**src/rtl/stopwatch_display.sv**
```systemverilog
// rtl/stopwatch_display.sv - multiplexed 6-digit MM.SS.hh display driver with framed BCD conversion
module stopwatch_display #(
  parameter int SCAN_DIV  = 50_000,
  parameter int BLINK_DIV = 12_500_000
) (
  input  logic       Clk_50Mhz,
  input  logic       Rst_n,
  input  logic [6:0] MiliSecSW,
  input  logic [5:0] SecSW,
  input  logic [6:0] MinSW,
  input  logic       BlinkSW,
  output logic [6:0] SegOut,
  output logic       DpOut,
  output logic [5:0] AnodeOut
);

  localparam int SCW = (SCAN_DIV > 1) ? $clog2(SCAN_DIV) : 1;
  localparam int BCW = (BLINK_DIV > 1) ? $clog2(BLINK_DIV) : 1;
  localparam logic [SCW-1:0] SCAN_LAST  = SCW'(SCAN_DIV - 1);
  localparam logic [BCW-1:0] BLINK_LAST = BCW'(BLINK_DIV - 1);

  typedef enum logic [1:0] {IDLE, LOAD, CONV, COMMIT} state_t;

  logic [SCW-1:0] scan_cnt;
  logic [2:0]     digit_idx;
  logic [2:0]     next_idx;
  logic           scan_tick;
  logic           frame_start;

  state_t         state;
  logic [6:0]     work;
  logic [6:0]     snap_sec;
  logic [6:0]     snap_min;
  logic [3:0]     tens;
  logic [1:0]     field;
  logic [3:0]     conv [6];
  logic [3:0]     disp [6];

  logic [BCW-1:0] blink_cnt;
  logic           blink_phase;

  function automatic logic [6:0] clamp99(input logic [6:0] v);
    return (v > 7'd99) ? 7'd99 : v;
  endfunction

  function automatic logic [6:0] seg_code(input logic [3:0] d);
    case (d)
      4'd0:    return 7'h40;
      4'd1:    return 7'h79;
      4'd2:    return 7'h24;
      4'd3:    return 7'h30;
      4'd4:    return 7'h19;
      4'd5:    return 7'h12;
      4'd6:    return 7'h02;
      4'd7:    return 7'h78;
      4'd8:    return 7'h00;
      4'd9:    return 7'h10;
      default: return 7'h7F;
    endcase
  endfunction

  assign scan_tick   = (scan_cnt == SCAN_LAST);
  assign next_idx    = (digit_idx == 3'd5) ? 3'd0 : digit_idx + 3'd1;
  assign frame_start = scan_tick && (digit_idx == 3'd5);

  always_ff @(posedge Clk_50Mhz or negedge Rst_n) begin
    if (!Rst_n) begin
      scan_cnt  <= '0;
      digit_idx <= '0;
    end else if (scan_tick) begin
      scan_cnt  <= '0;
      digit_idx <= next_idx;
    end else begin
      scan_cnt  <= scan_cnt + SCW'(1);
    end
  end

  // Snapshot once per frame, convert by repeated subtraction, publish all six digits at once.
  always_ff @(posedge Clk_50Mhz or negedge Rst_n) begin
    if (!Rst_n) begin
      state    <= IDLE;
      work     <= '0;
      snap_sec <= '0;
      snap_min <= '0;
      tens     <= '0;
      field    <= '0;
      for (int i = 0; i < 6; i++) begin
        conv[i] <= '0;
        disp[i] <= '0;
      end
    end else begin
      case (state)
        IDLE: begin
          if (frame_start) state <= LOAD;
        end
        LOAD: begin
          work     <= clamp99(MiliSecSW);
          snap_sec <= clamp99({1'b0, SecSW});
          snap_min <= clamp99(MinSW);
          tens     <= '0;
          field    <= '0;
          state    <= CONV;
        end
        CONV: begin
          if (work >= 7'd10) begin
            work <= work - 7'd10;
            tens <= tens + 4'd1;
          end else begin
            conv[{field, 1'b0}] <= work[3:0];
            conv[{field, 1'b1}] <= tens;
            tens <= '0;
            if (field == 2'd2) begin
              state <= COMMIT;
            end else begin
              field <= field + 2'd1;
              work  <= (field == 2'd0) ? snap_sec : snap_min;
            end
          end
        end
        COMMIT: begin
          for (int i = 0; i < 6; i++) disp[i] <= conv[i];
          state <= IDLE;
        end
        default: state <= IDLE;
      endcase
    end
  end

  always_ff @(posedge Clk_50Mhz or negedge Rst_n) begin
    if (!Rst_n) begin
      blink_cnt   <= '0;
      blink_phase <= 1'b0;
    end else if (!BlinkSW) begin
      blink_cnt   <= '0;
      blink_phase <= 1'b0;
    end else if (blink_cnt == BLINK_LAST) begin
      blink_cnt   <= '0;
      blink_phase <= ~blink_phase;
    end else begin
      blink_cnt   <= blink_cnt + BCW'(1);
    end
  end

  // Outputs show the digit being switched to on this tick.
  always_ff @(posedge Clk_50Mhz or negedge Rst_n) begin
    if (!Rst_n) begin
      SegOut   <= 7'h7F;
      DpOut    <= 1'b1;
      AnodeOut <= 6'h3F;
    end else if (scan_tick) begin
      SegOut   <= seg_code(disp[next_idx]);
      AnodeOut <= blink_phase ? 6'h3F : ~(6'd1 << next_idx);
      DpOut    <= blink_phase | ~((next_idx == 3'd2) || (next_idx == 3'd4));
    end
  end

endmodule

```
**config.mk**
```make
export PLATFORM = sky130hd
export DESIGN_NAME = stopwatch_display
export DESIGN_NICKNAME = d
export VERILOG_FILES = /design/src/rtl/stopwatch_display.sv
export SDC_FILE = /design/constraint.sdc
export NUM_CORES = 1
export LEC_CHECK = 0
export BUFFER_PORTS_ARGS = -buffer_cell sky130_fd_sc_hd__clkbuf_2
export CORE_MARGIN = 8
export CORE_UTILIZATION = 30
export DETAILED_ROUTE_END_ITERATION = 12
export PLACE_DENSITY = 0.47
export SLEW_MARGIN = 20
export SYNTH_ARGS = -nofsm -noshare
export SYNTH_HDL_FRONTEND = slang
export SYNTH_SLANG_ARGS = --single-unit
```
**constraint.sdc**
```tcl
create_clock -name Clk_50Mhz -period 2.8 [get_ports Clk_50Mhz]
set_input_delay 0.84 -clock Clk_50Mhz [delete_from_list [all_inputs] [get_ports Clk_50Mhz]]
set_output_delay 0.84 -clock Clk_50Mhz [all_outputs]
set_load 0.01 [all_outputs]
```
# Word level (Yosys, flattened, before mapping)
# Memories as Yosys holds them, arrays and structs flattened. A register that Yosys moved wholly into a read port is not among the register bits.
# Cells that the tools add are included.
word_totals:
  register_bits: 128
  mem_bits_ro: 112
  inputBits: 23
  out_inout_bits: 14
  mem_count: 1
mem_list:
  columns: ["memory", "words", "word_bits", "read_ports", "rd_ports_with_merged_regs", "write_ports", "line_no", "rtl"]
  rows:
  - ["(no name shown)", 16, 7, 1, 1, 0, "47", "case (d)"]
op_classes:
  add_sub_neg: 6
  magnitude_cmp: 9
  n_eq_ne: 15
  n_shift: 1
  muxes: 32
  n_bitwise: 8
  reduce_logical: 12
op_table:
  columns: ["op", "n"]
  rows:
  - ["24-bit bitwise mux", 2]
  - ["24-bit two-way mux", 2]
  - ["7-bit two-way mux", 6]
  - ["24-bit by 1-bit adder with 24-bit output, second input constant", 1]
  - ["4-bit demux with 3-bit select", 2]
  - ["24-bit == test, second input constant", 1]
  - ["4-bit two-way mux", 5]
  - ["16-bit by 1-bit adder with 16-bit output, second input constant", 1]
  - ["16-bit == test, second input constant", 1]
  - ["16-bit two-way mux", 1]
  - ["7-bit greater-than comparator, second input constant", 2]
  - ["7-bit case mux with 2 select lines", 1]
  - ["4-bit binary-select mux with 3-bit select", 1]
  - ["4-bit greater-or-equal comparator, second input constant", 3]
  - ["3-bit NOT with 4-bit output", 3]
  - ["2-bit two-way mux", 5]
  - ["4-bit by 1-bit < comparator with 1-bit output, second input constant", 2]
  - ["2-bit inequality test, second input constant", 4]
  - ["2-bit case mux with 4 select lines", 1]
  - ["4-bit case mux with 2 select lines", 1]
  - ["7-bit by 4-bit greater-or-equal comparator with 1-bit output, second input constant", 1]
  - ["6-bit by 7-bit greater-than comparator with 1-bit output, second input constant", 1]
  - ["7-bit by 4-bit subtractor with 7-bit output, second input constant", 1]
  - ["2-bit == test, second input constant", 3]
  - ["other kinds (23)", 32]

# Depth between registers and ports, before layout
# Gate-level depths: netlist of the first run.
logic_depth:
  ltp_word: 7
  depth_mapped: 10
  ltp_nobuf: 9

# Least setup slack after synthesis of the first run
# No wires, ideal clock.
synth_timing:
  path_type: "reg2reg"
  from: "reg work[1]"
  to: "reg field[1]"
  arrival_time_ps: 1914
  slack_ps: 751
  stages_incl_launch_ff: 9
  n_path_buf: 0
  synth_period_minus_slack_ps: 2049
  path_cell_list: "dfrtp_1 inv_1 ha_1 and2b_1 nor4b_4 nor2b_1 mux2_2 nand2_1 o31ai_1"
synth_via:
  elab_chain_cells: 3
synth_rtl:
  columns: ["item", "line_no", "rtl"]
  rows:
  - ["start: declaration", "31", "logic [6:0] work;"]
  - ["start signal: assignment", "97", "work <= clamp99(MiliSecSW);"]
  - ["start signal: assignment", "106", "work <= work - 7'd10;"]
  - ["start signal: assignment", "116", "work <= (field == 2'd0) ? snap_sec : snap_min;"]
  - ["7-bit by 4-bit greater-or-equal comparator with 1-bit output", "105", "if (work >= 7'd10) begin"]
  - ["2-bit inequality test (no source line)", null, null]
  - ["3-bit AND reduction (no source line)", null, null]
  - ["end signal: assignment", "115", "field <= field + 2'd1;"]
  - ["end: declaration", "35", "logic [1:0] field;"]
# No other way between the ends.
# A chain may end at the register's enable or synchronous reset.

# Worst setup path in the final report of the first run
layout_timing:
  from: "reg work[1]"
  to: "reg work[1]"
layout_via:
  elab_chain_cells: 3
  word_cells_on_any_way: 6
  cone_classes: "1 x add/sub; 1 x order compare; 1 x eq/ne; 2 x mux; 1 x reduce/logical"
layout_rtl:
  columns: ["item", "line_no"]
  rows:
  - ["7-bit by 4-bit subtractor with 7-bit output or 7-bit by 4-bit greater-or-equal comparator with 1-bit output (tied branches)", "106, 105"]
  - ["7-bit two-way mux or 3-bit inequality test (tied branches)", null]
  - ["7-bit case mux with 2 select lines or 2-bit AND reduction (tied branches)", null]
# Several ways; a longest one is shown, not always the timed one.

==> results of run 1 <==
[final cells by class]
type | count | area [um2]
timing repair buffer | 49 | 293
clock buffer | 18 | 429
sequential | 134 | 3370
inverter | 18 | 67.6
fill | 2112 | 13400
clock inverter | 14 | 154
tap | 275 | 344
multi-input combinational | 411 | 2800
[placed cells by master (no fill, tap or decap), types with 4 or more instances in the layout]
master	netlist	final
a21oi_1	12	12
a22oi_1	6	6
a31oi_1	7	7
and2_1	6	6
and3_1	6	6
buf_4	4	13
clkbuf_16	0	17
clkbuf_2	0	35
clkinvlp_4	0	6
dfrtp_1	120	120
dfstp_2	14	14
ha_1	13	13
inv_1	17	17
mux2_2	51	51
nand2_1	56	56
nand2b_1	7	7
nand3_1	28	28
nand4_1	8	8
nor2_1	58	58
nor2b_1	11	11
nor3_1	4	4
o21ai_0	35	35
o311ai_0	5	5
o31ai_1	8	8
xnor2_1	18	18
xor2_1	21	21
[cells by family (layout without fill, tap and decap cells)]
group / Yosys count / count (layout) / share of synthesized area [%]
AND/OR/NAND/NOR: 207 / 207 / 16.4
flip-flops: 134 / 134 / 53.0
AO/OA/AOI/OAI: 98 / 98 / 10.1
multiplexers: 54 / 54 / 9.50
buffers and inverters: 42 / 99 / 3.09
XOR/XNOR: 39 / 39 / 5.37
adder cells (fa/ha/maj): 13 / 13 / 2.56
[registers in the layout, summed over array words and instances, names as in the netlist]
name / cells
AnodeOut: 6
DpOut: 1
SegOut: 7
blink_cnt: 24
blink_phase: 1
conv: 24
digit_idx: 3
disp: 24
field: 2
scan_cnt: 16
snap_min: 7
snap_sec: 6
state: 2
tens: 4
work: 7
[metal layers]
metal,vias up,share of wire [%]
met5,-,0
met2,62,46
li1,2148,-
met3,17,3.1
met4,0,1.2
met1,2163,49
[metrics by stage]
step / setup slack [ns] / utilization [%] / hold WS, ns
finish: 0.333 / 35.7 / 0.469
global route: 0.0890 / 35.7 / 0.498
global placement: 0.413 / 32.9 / 0.458
floorplan: 0.751 / - / 0.444
CTS: 0.323 / 35.7 / 0.473
detailed placement: 0.341 / 32.9 / 0.465
[report_power, final]
group	internal, mW	total (mW)	switching [mW]	leakage, nW
registers	1.94	1.95	0.00458	1.77
clock network	1.32	2.20	0.886	0.265
logic	0.0238	0.0840	0.0602	1.29
total	3.28	4.23	0.951	3.33
[path summary, 6_finish.rpt]
check,startpoint,end,slack [ns],cells after the start
setup / recovery,work[1]$_DFFE_PN0P_,work[1]$_DFFE_PN0P_,0.33,8
hold / removal,AnodeOut[0]$_DFFE_PN1N_,AnodeOut[0]$_DFFE_PN1N_,0.47,2
setup reg to reg,work[1]$_DFFE_PN0P_,work[1]$_DFFE_PN0P_,0.33,8
hold reg to reg,AnodeOut[0]$_DFFE_PN1N_,AnodeOut[0]$_DFFE_PN1N_,0.47,2
max in group asynchronous,Rst_n,digit_idx[1]$_DFFE_PN0N_,1.71,2
min in group asynchronous,Rst_n,work[5]$_DFFE_PN0P_,0.48,2
[critical path: cells and delay by family, from the launching register on]
family	cells	cell delay, ns
AND/OR/NAND/NOR	4	1.33
flip-flops	1	0.41
AO/OA/AOI/OAI	2	0.24
adder cells (fa/ha/maj)	1	0.20
buffers and inverters	1	0.14
==> impl_metrics.toml, run 1 <==
[run_status]
status = "completed"

[critical_path]
crit_chain = "inv_1, ha_1, and2b_1, nor4b_4, and3_1, nor2b_1, o22ai_1, a31oi_1"
crit_path_max_fanout = 10
arrival_ns = 2.75
max_stage_delay_ns = 0.52
endpoint_kind = "flip-flop"
worst-setup-path-type = "flip-flop to flip-flop"
crit_required_ns = 3.08
crit_path_start_kind = "flip-flop"
cpMaxStageDelayCell = "and3_1"

[die]
die_w_um = 162
ios = 37
initial_core_util_pct = 30.5
fp.dieH_um = 162
core_um2 = 20900
die_area_um2 = 26100
fp-row-count = 53

[synth]
synth_cell_types = 64
synth_nets = 623
yosysWarnings = 0
synth_area_um2 = 6360
synth_cells = 587
yosysMostFrequentCell = "dfrtp_1"
synth-seq-cells = 134
synth_edf_count = 0
ys_top_cells_by_area = "dfrtp_1 (47%), mux2_2 (9.0%), dfstp_2 (5.8%)"
yosys.area.top_type = "dfrtp_1"
synth-async-reset-ratio_pct = 100
synthFlopType = "dfrtp_1"
syn_area_per_cell_um2 = 10.8
synth_common_cells = "dfrtp_1 (120), nor2_1 (58), nand2_1 (56), mux2_2 (51), o21ai_0 (35)"
ys_seq_area_share_pct = 53.0
yosysTopAreaCellShare_pct = 47.2

[timing]
fin_crit_ns = 2.47
tightest_slew_ns = 0.755
final.setup.tns_ns = 0
relSlewSlack_pct = 49.7
finalHoldViolations = 0
setup_viol = 0
rsz0062_at_grt = "false"
period_share_pct = 88.1
finClkSkew_ns = 0.0103
fmax_ghz = 0.405
slew_viol_final = 0

[route]
detail_route.vias_per_cell = 4.78
ant_nets = 0
drt-wirelength-per-cell_um = 15.0
drc_errors = 0
dr.first_iter.drc_count = 220
drt_first_pass_iters = 4
vias = 4390
wl_um = 13800

[clock_network]
cts_tree = "done"
cts_setup_buffers = 0
clock_latency_ns = 0.42
htreeDepth = 4
cts_buffers = 17
clkTransAtPathRegs_ns = 0.06
clock_sinks = 134
cts_resized = 0
cts_hold_buf = 0
root_buffer = "clkbuf_16"
clockBufferDepth = 2

[worst_hold_path]
holdCritPathClass = "flip-flop to flip-flop"

[grt]
globalRouteMet3Util_pct = 3.16
grt_overflow_total = 0
grt_pass1_vias = 4629
busiest_layer = "met2"
use_met1_pct = 15.1
grt_util_met2_pct = 17.7
track_usage_pct = 11.4
grt_pass1_wl_um = 23900
grt_antenna_before_repair = 0
grt_max_degree = 135

[run]
max-cap-violations = 0

[cells_and_area]
area_growth_pct = 17.1
fin_area_um2 = 7450
instances_no_fill = 919
nets = 667
diodes = 0
drive_gt1_share_pct = 24.7

[placed_design]
place_inst = 887
placed_area_um2 = 6870
dp_hpwl_um = 9800
gp_congestion = 0.781
io_buffers = 36

[power_and_ir_drop]
power_mw = 4.23
leakage_nw = 3.33
ir_worst_vdd_uv = 350
p_per_area_nw_per_um2 = 568
No activity file was read; power rests on OpenSTA's default activity.
==> run 2: changes to the inputs <==
--- a/config.mk
+++ b/config.mk
@@ -8,6 +8,7 @@
 export BUFFER_PORTS_ARGS = -buffer_cell sky130_fd_sc_hd__clkbuf_2
 export CORE_MARGIN = 8
 export CORE_UTILIZATION = 30
+export CTS_BUF_LIST = sky130_fd_sc_hd__clkbuf_16
 export DETAILED_ROUTE_END_ITERATION = 12
 export PLACE_DENSITY = 0.47
 export SLEW_MARGIN = 20
==> constraint.sdc (replaced) <==
create_clock -name Clk_50Mhz -period 2.7 [get_ports Clk_50Mhz]
set_input_delay 0.81 -clock Clk_50Mhz [delete_from_list [all_inputs] [get_ports Clk_50Mhz]]
set_output_delay 0.81 -clock Clk_50Mhz [all_outputs]
set_load 0.01 [all_outputs]
==> run 2 against run 1 <==
Effect of this change: cell area increased by 1.4%; global-route usage decreased by 0.15 points; power increased by 7.9%; combinational power increased by 15%; clock-buffer cell count decreased by 1; critical endpoint is now SegOut[3]$_DFFE_PN1N_.
==> impl_metrics.toml, run 2 (synthesis results as in run 1) <==
[run_status]
status = "completed"

[timing]
fin_crit_ns = 2.32
setup_viol = 0
finClkSkew_ns = 0.00678
tightest_slew_ns = 0.732
period_share_pct = 86.0
slew_viol_final = 0
rsz0062_at_grt = "false"
layout_setup_ws_ns = 0.377
finalHoldViolations = 0
relSlewSlack_pct = 51.2
final.setup.tns_ns = 0
fmax_ghz = 0.431

[power_and_ir_drop]
p_per_area_nw_per_um2 = 604
p_switching_mw = 0.969
combPwrFrac_pct = 2.1
ir_worst_vdd_uv = 325
clock_power_share_pct = 53.7
internal_power_mw = 3.60
seq_power_share_pct = 44.2
sw_frac_of_total_pct = 21.2
leakage_nw = 3.40

[placed_design]
dp_hpwl_um = 10300
dp_slack_ns = 0.383
io_buffers = 36
gp_congestion = 0.760

[clock_network]
htreeDepth = 4
cts_setup_buffers = 0
root_buffer = "clkbuf_16"
clock_sinks = 134
cts_tree = "done"
cts_buffers = 17
cts_resized = 0
clockBufferDepth = 2
clock_latency_ns = 0.42
cts_hold_buf = 0
clkTransAtPathRegs_ns = 0.06

[critical_path]
cpMaxStageDelayCell = "dfrtp_1"
crit_path_max_fanout = 17
arrival_ns = 2.66
crit_required_ns = 3.04
max_stage_delay_ns = 0.53
crit_path_start_kind = "flip-flop"
endpoint_kind = "flip-flop"
crit_chain = "or3b_1, o311ai_0, o21ai_0, and2_1, inv_2, ha_1, a21oi_1, nor2_1, a31oi_1"
critPathBufInv = 1
worst-setup-path-type = "flip-flop to flip-flop"
cp.depth = 9
crit_family = "simple AND/OR/NAND/NOR gates"
rr_worst_depth = 9

[route]
drc_errors = 0
dr.first_iter.drc_count = 259
drt-wirelength-per-cell_um = 15.0
wl_um = 13900
drt_first_pass_iters = 4
ant_nets = 0
vias = 4436
detail_route.vias_per_cell = 4.80

[grt]
grt_max_degree = 48
grt_overflow_total = 0
globalRouteMet3Util_pct = 3.08
use_met1_pct = 14.8
grt_antenna_before_repair = 0
track_usage_pct = 11.2
grt_util_met2_pct = 17.4
busiest_layer = "met2"
grt_pass1_vias = 4533
grt_pass1_wl_um = 23300

[die]
ios = 37
die_w_um = 162
fp.dieH_um = 162
core_um2 = 20900
fp-row-count = 53
initial_core_util_pct = 30.5
die_area_um2 = 26100

[cells_and_area]
area_growth_pct = 18.8
diodes = 0
final_common_cell = "dfrtp_1"
reg_top3 = "blink_cnt x24, conv x24, disp x24"
drive_gt1_share_pct = 25.1
final_util_pct = 36.2
final_cell_mix = "dfrtp_1 (120), nor2_1 (58), nand2_1 (56)"
nets = 672

[run]
max-cap-violations = 0

[worst_hold_path]
holdCritPathClass = "input pin to asynchronous set/reset pin"
[run 2: layer usage]
metal  vias up  routed length (um)
li1       2165                   -
met1      2185                6870
met4         0                 180
met3        15                 439
met2        71                6400
met5         -                   0
[run 2: layout make-up]
cell class / count / area [um2]
fillers: 2095 / 13300
flip-flops and latches: 134 / 3370
multi-input cells: 411 / 2800
clock buffers: 17 / 425
repair buffers: 54 / 355
well taps: 275 / 344
clock inverters: 15 / 201
inverters: 18 / 67.6
[run 2: worst reg2reg max path, cell delays in order (launching register included)]
cell,delay [ns]
dfrtp_1,0.53
or3b_1,0.49
o311ai_0,0.12
o21ai_0,0.20
and2_1,0.22
inv_2,0.09
ha_1,0.24
a21oi_1,0.13
nor2_1,0.06
a31oi_1,0.16
[run 2: metrics by stage]
stage	area [um2]	total power [mW]	instances	hold WS, ns
global route	7560	4.74	924	0.447
floorplan	6360	2.08	587	0.444
finish	7560	4.57	924	0.418
CTS	7560	4.64	924	0.433
detailed placement	6930	2.16	892	0.447
global placement	6930	2.15	892	0.454
[run 2: power by group through the flow]
stage / clock network [mW] / registers [mW] / logic [mW]
final: 2.45 / 2.02 / 0.0963
after global routing: 2.61 / 2.02 / 0.111
after CTS: 2.52 / 2.02 / 0.101
after detailed placement: 0 / 2.05 / 0.101
after global placement: 0 / 2.05 / 0.0987
after floorplan: 0 / 2.05 / 0.0222
[run 2: path summary, 6_finish.rpt]
kind | endpoint | slack (ns) | start
worst max-delay path | SegOut[3]$_DFFE_PN1N_ | 0.38 | digit_idx[2]$_DFFE_PN0N_
worst min-delay path | snap_sec[2]$_DFFE_PN0N_ | 0.42 | Rst_n
worst max register to register | SegOut[3]$_DFFE_PN1N_ | 0.38 | digit_idx[2]$_DFFE_PN0N_
worst min register to register | AnodeOut[0]$_DFFE_PN1N_ | 0.45 | AnodeOut[0]$_DFFE_PN1N_
max in group asynchronous | SegOut[6]$_DFFE_PN1N_ | 1.58 | Rst_n
min in group Clk_50Mhz | AnodeOut[0]$_DFFE_PN1N_ | 0.45 | AnodeOut[0]$_DFFE_PN1N_
==> run 3: changes to the inputs <==
--- a/config.mk
+++ b/config.mk
@@ -10,7 +10,7 @@
 export CORE_UTILIZATION = 30
 export CTS_BUF_LIST = sky130_fd_sc_hd__clkbuf_16
 export DETAILED_ROUTE_END_ITERATION = 12
-export PLACE_DENSITY = 0.47
+export PLACE_DENSITY_LB_ADDON = 0.08
 export SLEW_MARGIN = 20
 export SYNTH_ARGS = -nofsm -noshare
 export SYNTH_HDL_FRONTEND = slang
==> run 3 against run 2 <==
Effect of this change: worst setup slack got worse by 0.0051 ns; cell area decreased by 1.5%; clock skew increased by 0.0092 ns; wire length increased by 3.1%; global-route usage increased by 0.68 points; utilization decreased by 0.53 points; critical path depth unchanged; sequential share of layout area increased by 0.67 points; first-iteration DRC count decreased by 18%; via count decreased by 1.0%; largest cell class unchanged.
==> impl_metrics.toml, run 3 (synthesis results as in run 1) <==
[run_status]
status = "completed"

[cells_and_area]
area_growth_pct = 17.1
nFillCells = 2112
final_common_cell = "dfrtp_1"
instances_no_fill = 923
nets = 671
reg_top3 = "blink_cnt x24, conv x24, disp x24"
diodes = 0
drive_gt1_share_pct = 25.2
final_cell_mix = "dfrtp_1 (120), nor2_1 (58), nand2_1 (56)"

[critical_path]
max_stage_delay_ns = 0.53
endpoint_kind = "flip-flop"
crit_path_max_fanout = 17
arrival_ns = 2.66
crit_required_ns = 3.03
crit_chain = "or3b_1, o311ai_0, o21ai_0, and2_1, inv_2, ha_1, a21oi_1, nor2_1, a31oi_1"
cpMaxStageDelayCell = "dfrtp_1"
worst-setup-path-type = "flip-flop to flip-flop"
crit_path_start_kind = "flip-flop"

[die]
fp-row-count = 53
core_um2 = 20900
die_w_um = 162
ios = 37
initial_core_util_pct = 30.5
fp.dieH_um = 162
die_area_um2 = 26100

[timing]
rsz0062_at_grt = "false"
slew_viol_final = 0
tightest_slew_ns = 0.673
fmax_ghz = 0.430
final.setup.tns_ns = 0
period_share_pct = 86.2
fin_crit_ns = 2.33
relSlewSlack_pct = 54.7
finalHoldViolations = 0
finClkSkew_ns = 0.0159
setup_viol = 0

[grt]
grt_pass1_vias = 4678
track_usage_pct = 11.9
grt_max_degree = 54
grt_overflow_total = 0
grt_pass1_wl_um = 24900
grt_antenna_before_repair = 0

[clock_network]
root_buffer = "clkbuf_16"
cts_setup_buffers = 0
cts_buffers = 17
clock_latency_ns = 0.41
clock_sinks = 134
clkTransAtPathRegs_ns = 0.06
cts_hold_buf = 0
htreeDepth = 4
cts_tree = "done"
clockBufferDepth = 2
cts_resized = 0

[worst_hold_path]
holdCritPathClass = "input pin to asynchronous set/reset pin"

[placed_design]
dp_hpwl_um = 10300
gp_congestion = 0.789
io_buffers = 36
place_inst = 891

[route]
detail_route.vias_per_cell = 4.76
dr.first_iter.drc_count = 212
ant_nets = 0
drt_first_pass_iters = 4
drc_errors = 0
wl_um = 14300
vias = 4391
drt-wirelength-per-cell_um = 15.5

[power_and_ir_drop]
p_switching_mw = 0.981
seq_power_share_pct = 48.1
internal_power_mw = 3.22
leakage_nw = 3.35
ir_worst_vdd_uv = 322
sw_frac_of_total_pct = 23.4
power_mw = 4.20
combPwrFrac_pct = 2.2
p_per_area_nw_per_um2 = 563
clock_power_share_pct = 49.7

[run]
max-cap-violations = 0
-- run 3: critical path: cells and delay by family (launching register included) --
family,cells,cell delay [ns]
simple gates,3,0.75
compound gates,4,0.63
flops,1,0.53
fa+ha+maj,1,0.25
buf+inv,1,0.10
-- run 3: path summary, 6_finish.rpt --
kind,from,end,slack [ns],depth (start not counted)
worst min-delay path,Rst_n,disp[22]$_DFFE_PN0N_,0.34,1
worst max-delay path,digit_idx[2]$_DFFE_PN0N_,SegOut[3]$_DFFE_PN1N_,0.37,9
worst min register to register,AnodeOut[0]$_DFFE_PN1N_,AnodeOut[0]$_DFFE_PN1N_,0.46,2
worst max register to register,digit_idx[2]$_DFFE_PN0N_,SegOut[3]$_DFFE_PN1N_,0.37,9
min in group Clk_50Mhz,AnodeOut[0]$_DFFE_PN1N_,AnodeOut[0]$_DFFE_PN1N_,0.46,2
max in group asynchronous,Rst_n,SegOut[5]$_DFFE_PN1N_,1.55,2
-- run 3: area by class of cell --
| cell class | instances | area, um2 | share of cell area, % |
|---|---|---|---|
| clock buffer | 17 | 425 | 5.71 |
| clock inverter | 15 | 106 | 1.43 |
| inverter | 18 | 67.6 | 0.907 |
| multi-input combinational | 411 | 2800 | 37.5 |
| sequential | 134 | 3370 | 45.3 |
| tap | 275 | 344 | 4.62 |
| timing repair buffer | 53 | 339 | 4.55 |
-- run 3: through the flow --
stage	utilization (%)	hold WS, ns	setup slack [ns]	area [um2]
final	35.7	0.342	0.372	7450
after detailed placement	33.1	0.453	0.400	6920
after CTS	35.7	0.366	0.380	7450
after global placement	33.1	0.452	0.438	6920
after floorplan	-	0.444	0.651	6360
after global routing	35.7	0.385	0.115	7450
-- run 3: power by group through the flow --
stage / clock, mW / sequential, mW / combinational, mW
after floorplan: 0 / 2.05 / 0.0222
after global placement: 0 / 2.05 / 0.0960
after detailed placement: 0 / 2.05 / 0.0963
after CTS: 2.16 / 2.02 / 0.0968
after global routing: 2.26 / 2.02 / 0.110
final: 2.09 / 2.02 / 0.0916
-- run 3: routing by layer --
metal | share of wire, % | GRT usage [%] | routed length (um)
met5 | 0 | 0 | 0
met1 | 49 | 15.7 | 7020
met4 | 0.98 | 2.99 | 140
met2 | 47 | 19.0 | 6780
met3 | 2.7 | 3.13 | 382
